**config.mk**
```make
export PLATFORM = sky130hd
export DESIGN_NAME = uart_rx_slave_flat
export DESIGN_NICKNAME = d
export VERILOG_FILES = /design/src/rtl/uart_pkg.sv /design/src/rtl/uart_rx_slave_if.sv /design/src/rtl/uart_rx_fifo.sv /design/src/rtl/uart_rx_slave.sv /design/src/flat_wrapper.sv
export SDC_FILE = /design/constraint.sdc
export NUM_CORES = 1
export LEC_CHECK = 0
export ABC_AREA = 1
export BUFFER_PORTS_ARGS = -buffer_cell sky130_fd_sc_hd__buf_2
export CORE_AREA = 2 2 104 106
export CTS_CLUSTER_DIAMETER = 60
export DETAILED_ROUTE_END_ITERATION = 8
export DIE_AREA = 0 0 106 108
export PLACE_DENSITY = 0.73
export SYNTH_ARGS = -nofsm -noshare
export SYNTH_HDL_FRONTEND = slang
export SYNTH_SLANG_ARGS = --single-unit
```
**constraint.sdc**
```tcl
create_clock -name clock -period 2.9 [get_ports clock]
set_clock_uncertainty 0.05 [all_clocks]
set_input_delay 0.145 -clock clock [delete_from_list [all_inputs] [get_ports clock]]
set_output_delay 0.145 -clock clock [all_outputs]
set_load 0.05 [all_outputs]
```
**src/rtl/uart_pkg.sv**
```systemverilog
// Shared register offsets, STATUS bit positions and receiver FSM states for uart_rx_slave.
package uart_pkg;

   localparam logic [1:0] RXDATA   = 2'd0;
   localparam logic [1:0] STATUS   = 2'd1;
   localparam logic [1:0] BAUD_DIV = 2'd2;
   localparam logic [1:0] CTRL     = 2'd3;

   localparam int unsigned STAT_NOT_EMPTY  = 0;
   localparam int unsigned STAT_FULL       = 1;
   localparam int unsigned STAT_OVERRUN    = 2;
   localparam int unsigned STAT_FRAME_ERR  = 3;
   localparam int unsigned STAT_PARITY_ERR = 4;

   localparam logic [15:0] DEFAULT_DIV = 16'd434;
   localparam logic [15:0] MIN_DIV     = 16'd4;

   typedef enum logic [2:0] {IDLE, START, DATA, PARITY, STOP, WAIT_HIGH} rx_state_t;

endpackage

```
**src/rtl/uart_rx_slave_if.sv**
```systemverilog
// Bus slave port bundle shared by the SoC peripheral slaves.
interface uart_rx_slave_if;

   logic        HSEL;
   logic [31:0] HADDR;
   logic        HWRITE;
   logic [31:0] HWDATA;
   logic [31:0] HRDATA;

   modport master (output HSEL, output HADDR, output HWRITE, output HWDATA, input HRDATA);
   modport slave  (input HSEL, input HADDR, input HWRITE, input HWDATA, output HRDATA);

endinterface

```
**src/rtl/uart_rx_fifo.sv**
```systemverilog
// Byte FIFO for the UART receiver; a push into a full FIFO only lands if a pop frees a slot.
module uart_rx_fifo #(
   parameter int unsigned DEPTH = 4
) (
   input  logic                   clock,
   input  logic                   nRst,
   input  logic                   push,
   input  logic                   pop,
   input  logic [7:0]             din,
   output logic [7:0]             dout,
   output logic                   full,
   output logic                   empty,
   output logic [$clog2(DEPTH):0] count
);

   localparam int unsigned AW = $clog2(DEPTH);

   logic [7:0]    mem_q [DEPTH];
   logic [7:0]    mem_d [DEPTH];
   logic [AW-1:0] wr_ptr_q, wr_ptr_d, rd_ptr_q, rd_ptr_d;
   logic [AW:0]   count_q, count_d;
   logic          do_push, do_pop;

   assign empty   = (count_q == '0);
   assign full    = (count_q == (AW + 1)'(DEPTH));
   assign do_pop  = pop & ~empty;
   assign do_push = push & (~full | do_pop);
   assign dout    = mem_q[rd_ptr_q];
   assign count   = count_q;

   always_comb begin
      mem_d    = mem_q;
      wr_ptr_d = wr_ptr_q;
      rd_ptr_d = rd_ptr_q;
      count_d  = count_q;
      if (do_push) begin
         mem_d[wr_ptr_q] = din;
         wr_ptr_d        = wr_ptr_q + 1'b1;
      end
      if (do_pop) begin
         rd_ptr_d = rd_ptr_q + 1'b1;
      end
      case ({do_push, do_pop})
         2'b10:   count_d = count_q + 1'b1;
         2'b01:   count_d = count_q - 1'b1;
         default: count_d = count_q;
      endcase
   end

   always_ff @(posedge clock or negedge nRst) begin
      if (!nRst) begin
         mem_q    <= '{default: '0};
         wr_ptr_q <= '0;
         rd_ptr_q <= '0;
         count_q  <= '0;
      end else begin
         mem_q    <= mem_d;
         wr_ptr_q <= wr_ptr_d;
         rd_ptr_q <= rd_ptr_d;
         count_q  <= count_d;
      end
   end

endmodule

```
**src/rtl/uart_rx_slave.sv**
```systemverilog
// Bus-mapped 8N1 UART receiver with a byte FIFO and level interrupt.
// Define UART_RX_PARITY_EN to add an even-parity bit between data and stop.
module uart_rx_slave #(
   parameter int unsigned FIFO_DEPTH  = 4,
   parameter logic [15:0] DEFAULT_DIV = uart_pkg::DEFAULT_DIV
) (
   input  logic            clock,
   input  logic            nRst,
   uart_rx_slave_if.slave  bus,
   input  logic            RX,
   output logic            interrupt
);

   import uart_pkg::*;

   localparam int unsigned CW = $clog2(FIFO_DEPTH) + 1;

   rx_state_t   state_q, state_d;
   logic        rx_meta_q, rx_sync_q;
   logic [15:0] cnt_q, cnt_d, baud_q, baud_d;
   logic [2:0]  bit_idx_q, bit_idx_d;
   logic [7:0]  shift_q, shift_d;
   logic        rx_en_q, rx_en_d, irq_en_q, irq_en_d;
   logic        overrun_q, overrun_d, frame_err_q, frame_err_d, irq_q, irq_d;
   logic        push, set_frame_err, expire, parity_err;
   logic        wr_en, rd_pop, fifo_full, fifo_empty;
   logic [1:0]  addr;
   logic [7:0]  fifo_dout;
   logic [CW-1:0] fifo_count;
   logic        unused_bus_bits;

`ifdef UART_RX_PARITY_EN
   logic        parity_err_q, parity_err_d, par_bad_q, par_bad_d, set_parity_err;
   assign parity_err = parity_err_q;
`else
   assign parity_err = 1'b0;
`endif

   assign addr            = bus.HADDR[3:2];
   assign wr_en           = bus.HSEL & bus.HWRITE;
   assign rd_pop          = bus.HSEL & ~bus.HWRITE & (addr == RXDATA);
   assign expire          = (cnt_q == 16'd1);
   assign interrupt       = irq_q;
   assign unused_bus_bits = ^{bus.HADDR[31:4], bus.HADDR[1:0], bus.HWDATA[31:16]};

   uart_rx_fifo #(.DEPTH(FIFO_DEPTH)) u_fifo (
      .clock (clock),
      .nRst  (nRst),
      .push  (push),
      .pop   (rd_pop),
      .din   (shift_q),
      .dout  (fifo_dout),
      .full  (fifo_full),
      .empty (fifo_empty),
      .count (fifo_count)
   );

   always_comb begin
      state_d       = state_q;
      cnt_d         = (cnt_q != '0) ? cnt_q - 16'd1 : cnt_q;
      bit_idx_d     = bit_idx_q;
      shift_d       = shift_q;
      push          = 1'b0;
      set_frame_err = 1'b0;
`ifdef UART_RX_PARITY_EN
      par_bad_d      = par_bad_q;
      set_parity_err = 1'b0;
`endif
      unique case (state_q)
         IDLE: if (rx_en_q && !rx_sync_q) begin
            cnt_d   = baud_q >> 1;
            state_d = START;
         end
         START: if (expire) begin
            if (rx_sync_q) begin
               state_d = IDLE;
            end else begin
               cnt_d     = baud_q;
               bit_idx_d = '0;
               state_d   = DATA;
`ifdef UART_RX_PARITY_EN
               par_bad_d = 1'b0;
`endif
            end
         end
         DATA: if (expire) begin
            shift_d   = {rx_sync_q, shift_q[7:1]};
            bit_idx_d = bit_idx_q + 3'd1;
            cnt_d     = baud_q;
            if (bit_idx_q == 3'd7) begin
`ifdef UART_RX_PARITY_EN
               state_d = PARITY;
`else
               state_d = STOP;
`endif
            end
         end
`ifdef UART_RX_PARITY_EN
         PARITY: if (expire) begin
            cnt_d   = baud_q;
            state_d = STOP;
            if (rx_sync_q != ^shift_q) begin
               set_parity_err = 1'b1;
               par_bad_d      = 1'b1;
            end
         end
`endif
         STOP: if (expire) begin
            if (rx_sync_q) begin
`ifdef UART_RX_PARITY_EN
               push = ~par_bad_q;
`else
               push = 1'b1;
`endif
               state_d = IDLE;
            end else begin
               set_frame_err = 1'b1;
               state_d       = WAIT_HIGH;
            end
         end
         WAIT_HIGH: if (rx_sync_q) state_d = IDLE;
         default: state_d = IDLE;
      endcase
      // Disabling the receiver abandons any frame in flight without side effects.
      if (!rx_en_q) begin
         state_d       = IDLE;
         push          = 1'b0;
         set_frame_err = 1'b0;
`ifdef UART_RX_PARITY_EN
         set_parity_err = 1'b0;
`endif
      end
   end

   always_comb begin
      baud_d      = baud_q;
      rx_en_d     = rx_en_q;
      irq_en_d    = irq_en_q;
      overrun_d   = overrun_q;
      frame_err_d = frame_err_q;
`ifdef UART_RX_PARITY_EN
      parity_err_d = parity_err_q;
`endif
      if (wr_en) begin
         case (addr)
            STATUS: begin
               if (bus.HWDATA[STAT_OVERRUN])   overrun_d   = 1'b0;
               if (bus.HWDATA[STAT_FRAME_ERR]) frame_err_d = 1'b0;
`ifdef UART_RX_PARITY_EN
               if (bus.HWDATA[STAT_PARITY_ERR]) parity_err_d = 1'b0;
`endif
            end
            BAUD_DIV: baud_d = (bus.HWDATA[15:0] < MIN_DIV) ? MIN_DIV : bus.HWDATA[15:0];
            CTRL: begin
               rx_en_d  = bus.HWDATA[0];
               irq_en_d = bus.HWDATA[1];
            end
            default: ;
         endcase
      end
      // Hardware set wins over a same-cycle software clear.
      if (push && fifo_full && !rd_pop) overrun_d = 1'b1;
      if (set_frame_err) frame_err_d = 1'b1;
`ifdef UART_RX_PARITY_EN
      if (set_parity_err) parity_err_d = 1'b1;
`endif
      irq_d = irq_en_q & (~fifo_empty | overrun_q | frame_err_q | parity_err);
   end

   always_comb begin
      bus.HRDATA = '0;
      if (bus.HSEL) begin
         case (addr)
            RXDATA:   bus.HRDATA[7:0] = fifo_empty ? 8'h00 : fifo_dout;
            STATUS: begin
               bus.HRDATA[STAT_NOT_EMPTY]  = ~fifo_empty;
               bus.HRDATA[STAT_FULL]       = fifo_full;
               bus.HRDATA[STAT_OVERRUN]    = overrun_q;
               bus.HRDATA[STAT_FRAME_ERR]  = frame_err_q;
               bus.HRDATA[STAT_PARITY_ERR] = parity_err;
               bus.HRDATA[15:8]            = 8'(fifo_count);
            end
            BAUD_DIV: bus.HRDATA[15:0] = baud_q;
            default:  bus.HRDATA[1:0]  = {irq_en_q, rx_en_q};
         endcase
      end
   end

   always_ff @(posedge clock or negedge nRst) begin
      if (!nRst) begin
         rx_meta_q   <= 1'b1;
         rx_sync_q   <= 1'b1;
         state_q     <= IDLE;
         cnt_q       <= '0;
         bit_idx_q   <= '0;
         shift_q     <= '0;
         baud_q      <= DEFAULT_DIV;
         rx_en_q     <= 1'b0;
         irq_en_q    <= 1'b0;
         overrun_q   <= 1'b0;
         frame_err_q <= 1'b0;
         irq_q       <= 1'b0;
`ifdef UART_RX_PARITY_EN
         parity_err_q <= 1'b0;
         par_bad_q    <= 1'b0;
`endif
      end else begin
         rx_meta_q   <= RX;
         rx_sync_q   <= rx_meta_q;
         state_q     <= state_d;
         cnt_q       <= cnt_d;
         bit_idx_q   <= bit_idx_d;
         shift_q     <= shift_d;
         baud_q      <= baud_d;
         rx_en_q     <= rx_en_d;
         irq_en_q    <= irq_en_d;
         overrun_q   <= overrun_d;
         frame_err_q <= frame_err_d;
         irq_q       <= irq_d;
`ifdef UART_RX_PARITY_EN
         parity_err_q <= parity_err_d;
         par_bad_q    <= par_bad_d;
`endif
      end
   end

endmodule

```
**src/flat_wrapper.sv**
```systemverilog
// flat-port wrapper written by rule: the top's interface ports become plain ports
module uart_rx_slave_flat import uart_pkg::*;
#(
   parameter int unsigned FIFO_DEPTH  = 4,
   parameter logic [15:0] DEFAULT_DIV = uart_pkg::DEFAULT_DIV
)
  (clock, nRst, RX, interrupt, bus_HSEL, bus_HADDR, bus_HWRITE, bus_HWDATA, bus_HRDATA);
  uart_rx_slave_if bus_i ();
  input  logic clock;
  input  logic nRst;
  input  logic RX;
  output logic interrupt;
  input wire logic [$bits(bus_i.HSEL)-1:0] bus_HSEL;
  input wire logic [$bits(bus_i.HADDR)-1:0] bus_HADDR;
  input wire logic [$bits(bus_i.HWRITE)-1:0] bus_HWRITE;
  input wire logic [$bits(bus_i.HWDATA)-1:0] bus_HWDATA;
  output wire logic [$bits(bus_i.HRDATA)-1:0] bus_HRDATA;
  assign bus_i.HSEL = bus_HSEL;
  assign bus_i.HADDR = bus_HADDR;
  assign bus_i.HWRITE = bus_HWRITE;
  assign bus_i.HWDATA = bus_HWDATA;
  assign bus_HRDATA = bus_i.HRDATA;
  uart_rx_slave #(.FIFO_DEPTH(FIFO_DEPTH), .DEFAULT_DIV(DEFAULT_DIV)) u_core (.clock(clock), .nRst(nRst), .bus(bus_i), .RX(RX), .interrupt(interrupt));
endmodule
```
==> Word-level counts from Yosys, hierarchy flattened <==
Index checks and enable logic that the tools add are counted.
{ "word_totals": {"ff_bits": 92, "out_inout_bits": 33, "word_cells": 139, "inputBits": 69} }
{ "op_classes": {"muxes": 50, "bitwise_logic": 14, "n_eq_ne": 21, "addsub": 6, "reduce_logical": 25, "order_cmp": 4} }
{ "ops": {"columns": ["cell", "count"], "rows": [
  ["16-bit two-way mux", 7],
  ["16-bit case mux with 3 select lines", 1],
  ["3-bit two-way mux", 11],
  ["32-bit bitwise mux", 1],
  ["8-bit two-way mux", 4],
  ["3-bit case mux with 2 select lines", 3],
  ["8-bit binary-select mux with 2-bit select", 1],
  ["8-bit demux with 2-bit select", 1],
  ["16-bit by 1-bit == test with 1-bit output (second input constant)", 1],
  ["16-bit by 3-bit less-than comparator with 1-bit output (second input constant)", 1],
  ["1-bit two-way mux", 16],
  ["8-bit case mux with 2 select lines", 1],
  ["16-bit nonzero test", 1],
  ["2-bit nonzero test", 8],
  ["16-bit by 1-bit subtractor with 16-bit output (second input constant)", 1],
  ["3-bit inequality test (second input constant)", 5],
  ["3-bit case mux with 5 select lines", 1],
  ["3-bit == test (second input constant)", 4],
  ["3-bit case mux with 3 select lines", 1],
  ["3-bit by 1-bit adder with 3-bit output (second input constant)", 2],
  ["1-bit AND", 6],
  ["2-bit == test (second input constant)", 3],
  ["3-bit >= comparator (second input constant)", 2],
  ["3-bit zero test", 2],
  ["other kinds (21)", 36]
]} }

==> Longest topological paths before layout <==
Gate-level depths: netlist of run 1.
{ "logic_depth": {"depth_word": 8, "ltp_mapped": 14, "depth_no_buf": 14} }

==> Modules after synthesis <==
From an unflattened synthesis of run 1, not the netlist that was laid out.
{ "unflattened": {"hier_cells": 693, "area_unflattened_um2": 5283.8} }
{ "by_module_without_submodules": {"columns": ["module", "instances", "area_per_inst_um2", "cells_each"], "rows": [
  ["uart_rx_slave", 1, 3274.4, 457],
  ["uart_rx_fifo", 1, 2009.4, 236]
]} }

==> Least setup slack after synthesis of run 1 <==
Ideal clock, no wire load.
{ "synth_timing": {"path_kind": "reg2reg", "start": "reg u_core.cnt_q[9]", "end": "reg u_core.u_fifo.count_q[1] (netlist: u_core.u_fifo.count[1])", "arrival_ns": 2.263, "setup_ns": 0.083, "stages_incl_launch_ff": 11, "n_path_buf": 0, "synth_period_minus_slack_ns": 2.395, "t_required_ns": 2.767, "path_slack_ns": 0.505, "path_cell_list": "dfrtp_1 > nor2_4 > nand2_2 > nor2_4 > nand3_4 > nor3_4 > nand2_1 > ha_1 > inv_1 > fa_1 > o21ai_0"} }
{ "synth_via": {"elab_chain_cells": 7} }
{ "synth_lines": {"columns": ["element", "line", "source"], "rows": [
  ["start: declaration", "uart_rx_slave.sv:20", "logic [15:0] cnt_q, cnt_d, baud_q, baud_d;"],
  ["start signal: assignment", "uart_rx_slave.sv:211", "cnt_q <= cnt_d;"],
  ["16-bit by 1-bit == test with 1-bit output (*)", "uart_rx_slave.sv:42", "assign expire = (cnt_q == 16'd1);"],
  ["1-bit two-way mux (*)", "uart_rx_slave.sv:108", "STOP: if (expire) begin"],
  ["1-bit two-way mux (*)", "uart_rx_slave.sv:69", "unique case (state_q)"],
  ["1-bit two-way mux (*)", "uart_rx_slave.sv:125", "if (!rx_en_q) begin"],
  ["1-bit AND (*)", "uart_rx_fifo.sv:27", "assign do_push = push & (~full | do_pop);"],
  ["2-bit by 1-bit == test with 1-bit output or 2-bit == test (tied branches)", "uart_rx_fifo.sv:43", "case ({do_push, do_pop})"],
  ["3-bit case mux with 2 select lines or 2-bit nonzero test (tied branches)", null, null],
  ["end signal: assignment", "uart_rx_fifo.sv:60", "count_q <= count_d;"],
  ["end: declaration", "uart_rx_fifo.sv:21", "logic [AW:0] count_q, count_d;"]
]} }
Mark *: on every way between the ends. The rest lies on a longest branch, timed or not.
A chain may end at the register's enable or synchronous reset.

==> Worst setup path in the final report of run 1 <==
{ "layout_timing": {"start": "reg u_core.cnt_q[13]", "end": "reg u_core.u_fifo.count_q[1] (netlist: u_core.u_fifo.count[1])"} }
Same word-level chain as after synthesis.

==> results of run 1 <==
==> power by group through the flow <==
stage	Combinational [W]	Sequential (W)	Clock [W]
2_1_floorplan	0.00133	0.00168	0
3_3_place_gp	0.00163	0.00172	0
3_5_place_dp	0.00167	0.00173	0
4_1_cts	0.00170	0.00171	0.000982
5_1_grt	0.00195	0.00174	0.00103
6_report	0.00170	0.00171	0.000955
==> sequential cells by signal (all words and copies together) (netlist names), 3 cells and up <==
signal               count
u_core.u_fifo.mem_q     32
u_core.baud_q           16
u_core.cnt_q            16
u_core.shift_q           8
u_core.bit_idx_q         3
u_core.state_q           3
u_core.u_fifo.count      3
==> cell usage after synthesis, types with 11 or more instances <==
cell type	number
ha_1	14
nand2_1	188
o21ai_0	38
buf_4	16
clkbuf_1	11
inv_1	57
nand3_1	32
nor2_1	71
o21ai_1	24
a21oi_1	16
dfrtp_1	85
==> cell families after synthesis <==
group / count (synthesis) / synth area share (%)
other: 1 / 0.0741
adders and majority gates: 15 / 3.85
muxes: 1 / 0.222
xor gates and xnor gates: 13 / 2.25
AOI/OAI and AO/OA: 108 / 12.2
and+or+nand+nor: 316 / 26.9
DFF: 92 / 45.6
buffers and inverters: 91 / 8.87
==> layer usage <==
layer | vias up | routed length, µm | share of wire [%] | global-route usage (%)
met5 | - | 13 | 0.11 | 0
met4 | 2 | 262 | 2.3 | 7.52
met2 | 121 | 5890 | 51 | 38.8
li1 | 2134 | - | - | -
met3 | 24 | 619 | 5.4 | 3.68
met1 | 1994 | 4770 | 41 | 27.6
==> repair_timing <==
action / 4_1_cts / 5_1_grt
hold buffers: 16 / 0
endpoints found under the setup margin: 0 / 0
hold endpoints to repair: 65 / 0
==> per-stage QoR <==
step           instances  util, %  hold slack, ns  cell area, µm²
6_report             832     55.6          0.0686            5680
5_1_grt              832     55.6          0.0787            5680
4_1_cts              832     55.6          0.0419            5680
3_5_place_dp         800     51.8           0.202            5300
3_3_place_gp         800     51.8           0.198            5300
2_1_floorplan        652        -          -0.201            5120
==> worst max-delay path, delay by kind of cell (launching register included) <==
kind	cells	cell delay (ns)
AO/OA/AOI/OAI	1	0.17
adder cells (fa/ha/maj)	2	0.63
flip-flops	1	0.42
buffers and inverters	1	0.10
AND/OR/NAND/NOR	6	0.88
==> worst paths after layout <==
path,to,slack (ns),depth (start not counted)
setup reg to reg,u_core.u_fifo.count[1]$_DFFE_PN0P_,0.58,10
setup / recovery,u_core.u_fifo.count[1]$_DFFE_PN0P_,0.58,10
hold / removal,u_core.baud_q[3]$_DFFE_PN0P_,0.07,3
max in group asynchronous,u_core.baud_q[8]$_DFFE_PN1P_,1.68,3
min in group asynchronous,u_core.state_q[1]$_DFFE_PN0P_,0.31,2
hold reg to reg,u_core.rx_sync_q$_DFF_PN1_,0.31,0
==> final cells by class <==
type | instances | area share (%)
Sequential cell | 92 | 40.7
Multi-Input combinational cell | 469 | 41.5
Inverter | 58 | 3.83
Clock inverter | 7 | 1.74
Tap cell | 136 | 2.99
Clock buffer | 9 | 2.18
Timing Repair Buffer | 61 | 7.09
==> out/metrics.cfg, run 1 <==
[clock_network]
cts_max_path_buffers=2
clk_latency_ns=0.36
root_buffer=clkbuf_8
cts_sinks=92
htreeDepth=3
ctsResizeCount=0
cts_tree=yes
numCtsBuffers=9
cts_setup_buffers=0
clk_pin_slew_ns=0.09

[timing]
setup_violations=0
fin_tns_setup_ns=0
finalCritPeriodShare_pct=79.9
max_slew_margin_pct=51.2
hold_viol_final=0
rsz0062_at_grt=no
slew_viol_final=0
tightest_slew_ns=0.732
fmax_mhz=432
fin_crit_ns=2.32
worst_slack_ns=0.584

[worst_hold_path]
hp-class=primary input to flop
worstHoldStart=bus_HWDATA[3]

[synth]
synth-main-ff-cell=dfrtp_1
yosysTopAreaCellShare_pct=42.0
syn_inst=637
synth_seq_area_share_pct=45.6
netlist_area_mm2=0.00506
ys_ff_latch=92
synth.distinct_cells=41
avgSynthCellArea_um2=7.95
synth_top_cell_by_area=dfrtp_1
synth.yosys.warnings=0
synth_edf_count=0
synth-async-reset-ratio_pct=100
synth_area_leaders=dfrtp_1 42%, nand2_1 14%, nor2_1 5.3%, inv_1 4.2%, o21ai_0 3.8%

[critical_path]
crit_path_cell_trace=nor2_1 -> nand2_1 -> nor2_4 -> nand3_4 -> nor3_4 -> nand2_1 -> ha_1 -> inv_1 -> fa_1 -> o21ai_0
crit_path_start_kind=flop
crit_type=flop to flop
r2r_start=u_core.cnt_q[13]$_DFF_PN0_
cp_max_fo=5
startpoint=u_core.cnt_q[13]$_DFF_PN0_
crit_required_ns=3.13
max_stage_delay_ns=0.42
end_kind=flop
arrival_ns=2.54
cpMaxStageDelayCell=dfrtp_1
crit_top_cell=nand2_1

[final_layout]
syn_to_final_growth_pct=12.3
mostFrequentLayoutCells=188 x nand2_1, 85 x dfrtp_1, 71 x nor2_1
layout_commonest_cell=nand2_1
drive_gt1_share_pct=12.8
n_antenna_cell=0
fin_nets=775
multi_input_area_mm2=0.00236
regArea_mm2=0.00231
nFillCells=971

[place]
place_congestion=0.941
post-place-ws_ns=0.576
dp_hpwl_um=8610
port_buffers=39

[grt]
grt_pass1_vias=4201
grt_pass1_wl_um=20000
grt_usage_pct=22.0
grt_max_degree=59
grt_antenna_before_repair=1
grt_overflow_total=0

[route]
drt_pass1_iterations=5
vias=4275
wl_per_cell_um=13.9
vias_per_cell=5.14
drtIter0Drc=305
ant_nets=0
drc_errors=0
wirelength_um=11600

[floorplan]
die_area_mm2=0.0114
start_util_pct=49.5
ios=102
rows=37
core_mm2=0.0102
die_h_um=108
dieWidth_um=106

[outcome]
status=finished clean

[power_and_ir_drop]
fin_total_pwr_w=0.00436
cellInternalPower_w=0.00255
pwr-share-clk_pct=21.9
vdd.ir_drop.worst_uv=332
p_seq_share_pct=39.2
p_switching_w=0.00181
p_leak_nw=2.77
powerDensity_mw_per_mm2=767
swShare_pct=41.5
pwr-share-comb_pct=38.9

[flow_run]
cap_violations=0

Note: power is estimated with default switching activity, not from simulation.
==> run 2, diff against run 1 <==
==> constraint.sdc (replaced) <==
create_clock -name clock -period 2.14 [get_ports clock]
set_clock_uncertainty 0.05 [all_clocks]
set_input_delay 0.107 -clock clock [delete_from_list [all_inputs] [get_ports clock]]
set_output_delay 0.107 -clock clock [all_outputs]
set_load 0.05 [all_outputs]
==> run 2 against run 1 <==
Critical path depth decreased by 3. Register-to-register slack got worse by 0.55 ns. Die area unchanged. Clock power increased by 19%. Critical path type is now flop to primary output. Flip-flop and latch count unchanged. Global-route usage increased by 0.49 points. First-iteration DRC count decreased by 9.5%. Hold slack got worse by 0.048 ns. Largest cell class unchanged.
==> out/metrics.cfg, run 2 (synthesized netlist as in run 1, its figures left out) <==
[critical_path]
r2r_slack_ns=0.03  ; -0.55 ns
worstRegToRegCells=13  ; +3
end_kind=primary output
rr_endpoint=u_core.u_fifo.count[2]$_DFFE_PN0P_
r2r_start=u_core.cnt_q[14]$_DFF_PN0_
crit_type=flop to primary output
crit_path_start_kind=flop
cp_max_fo=11  ; +6
crit_required_ns=1.98  ; -1.15 ns
arrival_ns=1.97  ; -0.57 ns

[route]
vias=4464  ; +4.4%
wl_per_cell_um=14.0  ; +0.83%
vias_per_cell=5.10  ; -0.71%
wl_met3_um=500  ; -19%
drc_errors=0  ; unchanged
m1WireLength_um=5180  ; +8.5%
wl_met2_um=6330  ; +7.4%
drt_pass1_iterations=5  ; unchanged
wirelength_um=12300  ; +6.0%
top_layer_used=met4
ant_nets=0  ; unchanged
drtIter0Drc=276  ; -9.5%

[clock_network]
root_buffer=clkbuf_8
clk_pin_slew_ns=0.08  ; about the same
numCtsBuffers=9  ; unchanged
htreeDepth=3  ; unchanged
cts_sinks=92  ; unchanged
cts_max_path_buffers=2  ; unchanged
cts_tree=yes
clk_latency_ns=0.36  ; about the same

[place]
dp_hpwl_um=8970  ; +4.2%
place_congestion=0.831  ; -12%
port_buffers=39  ; unchanged

[final_layout]
reg.largest.list=u_core.u_fifo.mem_q (32), u_core.baud_q (16), u_core.cnt_q (16)
n_antenna_cell=0  ; unchanged
mostFrequentLayoutCells=183 x nand2_1, 85 x dfrtp_1, 68 x nor2_1
largest_register_ffs=32  ; unchanged
drive_gt1_share_pct=20.2  ; +7.4 points
layout_commonest_cell=nand2_1
regMostFlops=u_core.u_fifo.mem_q
fin_nets=818  ; +5.5%
syn_to_final_growth_pct=20.2

[power_and_ir_drop]
p_leak_nw=2.98  ; +7.4%
vdd.ir_drop.worst_uv=603  ; +82%
powerDensity_mw_per_mm2=1050  ; +37%

[timing]
fin_hold_ws_ns=0.0206  ; -0.0479 ns
hold_viol_final=0  ; unchanged
slew_viol_final=0  ; unchanged
fmax_mhz=470
finalCritPeriodShare_pct=99.4
fin_crit_ns=2.13
fin_tns_setup_ns=0  ; unchanged
rsz0062_at_grt=yes
tightest_slew_ns=0.533  ; -0.199 ns
setup_violations=0  ; unchanged
max_slew_margin_pct=64.4  ; +13 points

[outcome]
status=finished clean

[grt]
grt_usage_pct=22.5  ; +0.49 points
grt_pass1_vias=4353  ; +3.6%
grt_overflow_total=0  ; unchanged
grt_antenna_before_repair=0  ; -1
grt_max_degree=60  ; +1.7%
grt_pass1_wl_um=20200  ; +0.93%

[floorplan]
start_util_pct=49.5  ; unchanged
die_h_um=108  ; unchanged
ios=102  ; unchanged
dieWidth_um=106  ; unchanged
rows=37  ; unchanged
core_mm2=0.0102  ; unchanged
die_area_mm2=0.0114  ; unchanged

[worst_hold_path]
min_to=u_core.baud_q[3]$_DFFE_PN0P_
worstHoldStart=bus_HWDATA[3]
hp-class=primary input to flop
hold_path_depth=3  ; unchanged

[flow_run]
cap_violations=0  ; unchanged

## run 2: cell count changes in the layout (fill, tap and decap cells not counted), sizes merged
cell,previous run,this run
buf,45,88
bufinv,2,1
clkinv,3,4
clkinvlp,1,3
inv,59,57
## run 2: layout make-up
cell class              instances  area, µm²
clock buffers                   9        124
clock inverters                 7       67.6
fillers                       895       4140
inverters                      58        220
multi-input cells             469       2410
flip-flops and latches         92       2310
well taps                     136        170
repair buffers                104        786
## run 2: worst max-delay path by stage
stage	start	to	slack, ns	depth (start not counted)
final	u_core.u_fifo.rd_ptr_q[0]$_DFFE_PN0P_	bus_HRDATA[1]	0.01	7
after global routing	u_core.cnt_q[14]$_DFF_PN0_	u_core.u_fifo.count[2]$_DFFE_PN0P_	-0.1	13
after CTS	u_core.cnt_q[13]$_DFF_PN0_	u_core.u_fifo.count[2]$_DFFE_PN0P_	-0.06	13
after detailed placement	u_core.cnt_q[14]$_DFF_PN0_	u_core.u_fifo.count[1]$_DFFE_PN0P_	-0.09	10
after global placement	u_core.cnt_q[14]$_DFF_PN0_	u_core.u_fifo.count[1]$_DFFE_PN0P_	-0.01	10
after floorplan	u_core.cnt_q[9]$_DFF_PN0_	u_core.u_fifo.count[1]$_DFFE_PN0P_	-0.24	10
## run 2: power by group
group          internal (W)  switching, W
registers           0.00204      0.000213
clock network      0.000533      0.000606
logic               0.00121       0.00181
total               0.00378       0.00263
## run 2: critical path: stages, from the launching register on
cell and delay, ns:
dfrtp_1 0.42, inv_2 0.14, buf_4 0.20, o21ai_0 0.09, o22ai_1 0.20, nand2_1 0.08, a31oi_1 0.23, buf_4 0.25
## run 2: what timing repair did
action | CTS | global route
pin swaps | 11 | 13
hold endpoints to repair | 50 | 0
hold buffers | 16 | 0
gates resized for setup | 14 | 21
setup buffers | 6 | 4
setup endpoints to repair | 5 | 39
gates cloned | 0 | 0
## run 2: per-layer routing
layer,global-route usage (%),up-vias
met1,27.7,2116
met3,2.65,20
met2,40.4,107
met4,9.12,0
li1,-,2221
met5,0,-
## run 2: metrics by stage
stage               std cells  setup WS, ns  utilization (%)  area (µm²)  power, W
finish                    875        0.0128             59.5        6090   0.00641
global route              875       -0.0957             59.5        6090   0.00690
CTS                       871       -0.0626             58.6        6000   0.00629
detailed placement        833       -0.0942             54.4        5560   0.00502
global placement          833       -0.0131             54.4        5560   0.00494
floorplan                 652        -0.243                -        5120   0.00409
==> run 3, diff against run 2 <==
--- a/config.mk
+++ b/config.mk
@@ -7,11 +7,12 @@
 export LEC_CHECK = 0
 export ABC_AREA = 1
 export BUFFER_PORTS_ARGS = -buffer_cell sky130_fd_sc_hd__buf_2
-export CORE_AREA = 2 2 104 106
+export CORE_AREA = 2 2 99 101
 export CTS_CLUSTER_DIAMETER = 60
 export DETAILED_ROUTE_END_ITERATION = 8
-export DIE_AREA = 0 0 106 108
-export PLACE_DENSITY = 0.73
+export DIE_AREA = 0 0 101 103
+export HOLD_SLACK_MARGIN = 0.15
+export PLACE_DENSITY = 0.79
 export SYNTH_ARGS = -nofsm -noshare
 export SYNTH_HDL_FRONTEND = slang
 export SYNTH_SLANG_ARGS = --single-unit
==> run 3 against run 2 <==
Wire length increased by 1.5%. Sequential power barely moved. Highest routed layer unchanged. Fmax shrank 0.45%. Largest power group unchanged. Critical path depth rose by 6. First-iteration DRC count up 9.8%. Via count up 4.0%. Cell count down 2.5%.
==> out/metrics.cfg, run 3 (synthesized netlist as in run 1, its figures left out) <==
[timing]
slew_viol_final=0  ; unchanged
fmax_mhz=468  ; -0.45%
hold_viol_final=0  ; unchanged
fin_crit_ns=2.14  ; +0.00953 ns
tightest_slew_ns=0.695  ; +0.162 ns
max_slew_margin_pct=53.7  ; -11 points
setup_violations=0  ; unchanged
fin_tns_setup_ns=0  ; unchanged
rsz0062_at_grt=yes
finalCritPeriodShare_pct=99.8  ; +0.45 points

[floorplan]
dieWidth_um=101  ; -4.7%
die_area_mm2=0.0104  ; -9.1%
core_mm2=0.00946  ; -7.5%
rows=36  ; -2.7%
die_h_um=103  ; -4.6%
start_util_pct=53.5  ; +4.0 points
ios=102  ; unchanged

[final_layout]
final_cells=853  ; -2.5%
mostFrequentLayoutCells=184 x nand2_1, 85 x dfrtp_1, 68 x nor2_1
drive_gt1_share_pct=19.4  ; -0.81 points
n_antenna_cell=0  ; unchanged
reg.largest.list=u_core.u_fifo.mem_q (32), u_core.baud_q (16), u_core.cnt_q (16)
fin_nets=818  ; unchanged
layout_commonest_cell=nand2_1
nFillCells=774  ; -14%
post-route-util_pct=63.9  ; +4.4 points
largest_register_ffs=32  ; unchanged
regMostFlops=u_core.u_fifo.mem_q
syn_to_final_growth_pct=19.3

[power_and_ir_drop]
powerDensity_mw_per_mm2=1050  ; about the same
vdd.ir_drop.worst_uv=621  ; +3.0%
fin_total_pwr_w=0.00636  ; -0.75%
p_leak_nw=2.97  ; -0.36%

[grt]
grt_overflow_total=0  ; unchanged
grt_antenna_before_repair=0  ; unchanged
grt_max_degree=56  ; -6.7%
grt_pass1_wl_um=20100  ; -0.88%
grt_usage_pct=24.6  ; +2.1 points
grt_pass1_vias=4281  ; -1.7%

[route]
vias_per_cell=5.44  ; +6.7%
ant_nets=0  ; unchanged
drt_pass1_iterations=7  ; +2
drtIter0Drc=303  ; +9.8%
wl_per_cell_um=14.6  ; +4.1%
drc_errors=0  ; unchanged
vias=4642  ; +4.0%
wirelength_um=12400  ; +1.5%

[outcome]
status=finished clean

[critical_path]
crit_type=flop to flop
cp_max_fo=2  ; -9
arrival_ns=2.33  ; +0.36 ns
crit_required_ns=2.33  ; +0.35 ns
crit_path_start_kind=flop
end_kind=flop
r2r_slack_ns=0.003  ; -0.03 ns

[clock_network]
cts_max_path_buffers=2  ; unchanged
root_buffer=clkbuf_8
cts_tree=yes
numCtsBuffers=9  ; unchanged
clk_latency_ns=0.36  ; about the same
htreeDepth=3  ; unchanged
cts_sinks=92  ; unchanged
clk_pin_slew_ns=0.09  ; about the same

[place]
dp_hpwl_um=8750  ; -2.4%
placed_cells=809  ; -2.9%
port_buffers=39  ; unchanged
place_congestion=0.901  ; +8.5%

[flow_run]
cap_violations=0  ; unchanged

[worst_hold_path]
hp-class=primary input to flop

run 3: cell types whose count changed in the layout (fill, tap and decap cells not counted), moves of 2 or more:
cell / change
clkbuf_4: +2
dlygate4sd3_1: +3
buf_8: -2
clkinv_2: -2
buf_4: -2
clkinvlp_4: -2
clkbuf_1: +4
run 3: metrics by stage:
| step | hold WS, ns | setup slack [ns] | area (µm²) |
|---|---|---|---|
| finish | 0.238 | 0.00328 | 6040 |
| global route | 0.239 | -0.111 | 6040 |
| detailed placement | 0.150 | -0.0492 | 5520 |
| global placement | 0.137 | 0.0355 | 5520 |
| floorplan | -0.239 | -0.243 | 5120 |
| CTS | 0.233 | -0.0111 | 5960 |
run 3: area by class of cell:
class                           instances  area (µm²)  area share (%)
Clock buffer                           14         153            2.53
Clock inverter                          2        35.0           0.580
Sequential cell                        92        2310            38.2
Inverter                               58         221            3.67
Multi-Input combinational cell        469        2410            39.9
Timing Repair Buffer                  104         766            12.7
Tap cell                              114         143            2.36
run 3: critical path: stages (launching register included):
cell and delay [ns]:
dfrtp_1 0.40, nor2_2 0.15, nand2_2 0.09, nor2_4 0.14, nand3_4 0.10, nor3_4 0.19, nand2_2 0.11, ha_4 0.17
inv_2 0.06, fa_2 0.19, nor2_1 0.05, nor2_1 0.10, nand2_1 0.08, xor2_1 0.14
run 3: where the power goes:
group / leakage [nW] / switching (W) / internal [W]
sequential: 1.20 / 0.000222 / 0.00204
combinational: 1.67 / 0.00182 / 0.00113
clock: 0.0947 / 0.000576 / 0.000574
total: 2.97 / 0.00262 / 0.00374
run 3: per-layer routing:
layer / global-route usage [%] / up-vias / share of wire, %
met2: 43.2 / 166 / 52
li1: - / 2220 / -
met1: 30.4 / 2218 / 40
met4: 11.0 / 0 / 3.2
met3: 3.39 / 38 / 5.2
met5: 0 / - / 0
run 3: what timing repair did:
action,4_1_cts,5_1_grt
resized for setup,8,22
pin swaps,7,4
hold endpoints to repair,68,0
buffers inserted,6,3
endpoints found under the setup margin,3,22
cloned,0,0
hold buffers,19,0
run 3: path summary, 6_finish.rpt:
| kind | startpoint | to | cells past startpoint |
|---|---|---|---|
| max | u_core.cnt_q[11]$_DFF_PN0_ | u_core.u_fifo.count[2]$_DFFE_PN0P_ | 13 |
| min | bus_HSEL | u_core.frame_err_q$_DFFE_PN0P_ | 5 |
| max reg2reg | u_core.cnt_q[11]$_DFF_PN0_ | u_core.u_fifo.count[2]$_DFFE_PN0P_ | 13 |
| min reg2reg | u_core.rx_meta_q$_DFF_PN1_ | u_core.rx_sync_q$_DFF_PN1_ | 0 |
| max in group asynchronous | nRst | u_core.shift_q[3]$_DFFE_PN0P_ | 3 |
| min in group asynchronous | nRst | u_core.baud_q[12]$_DFFE_PN0P_ | 2 |
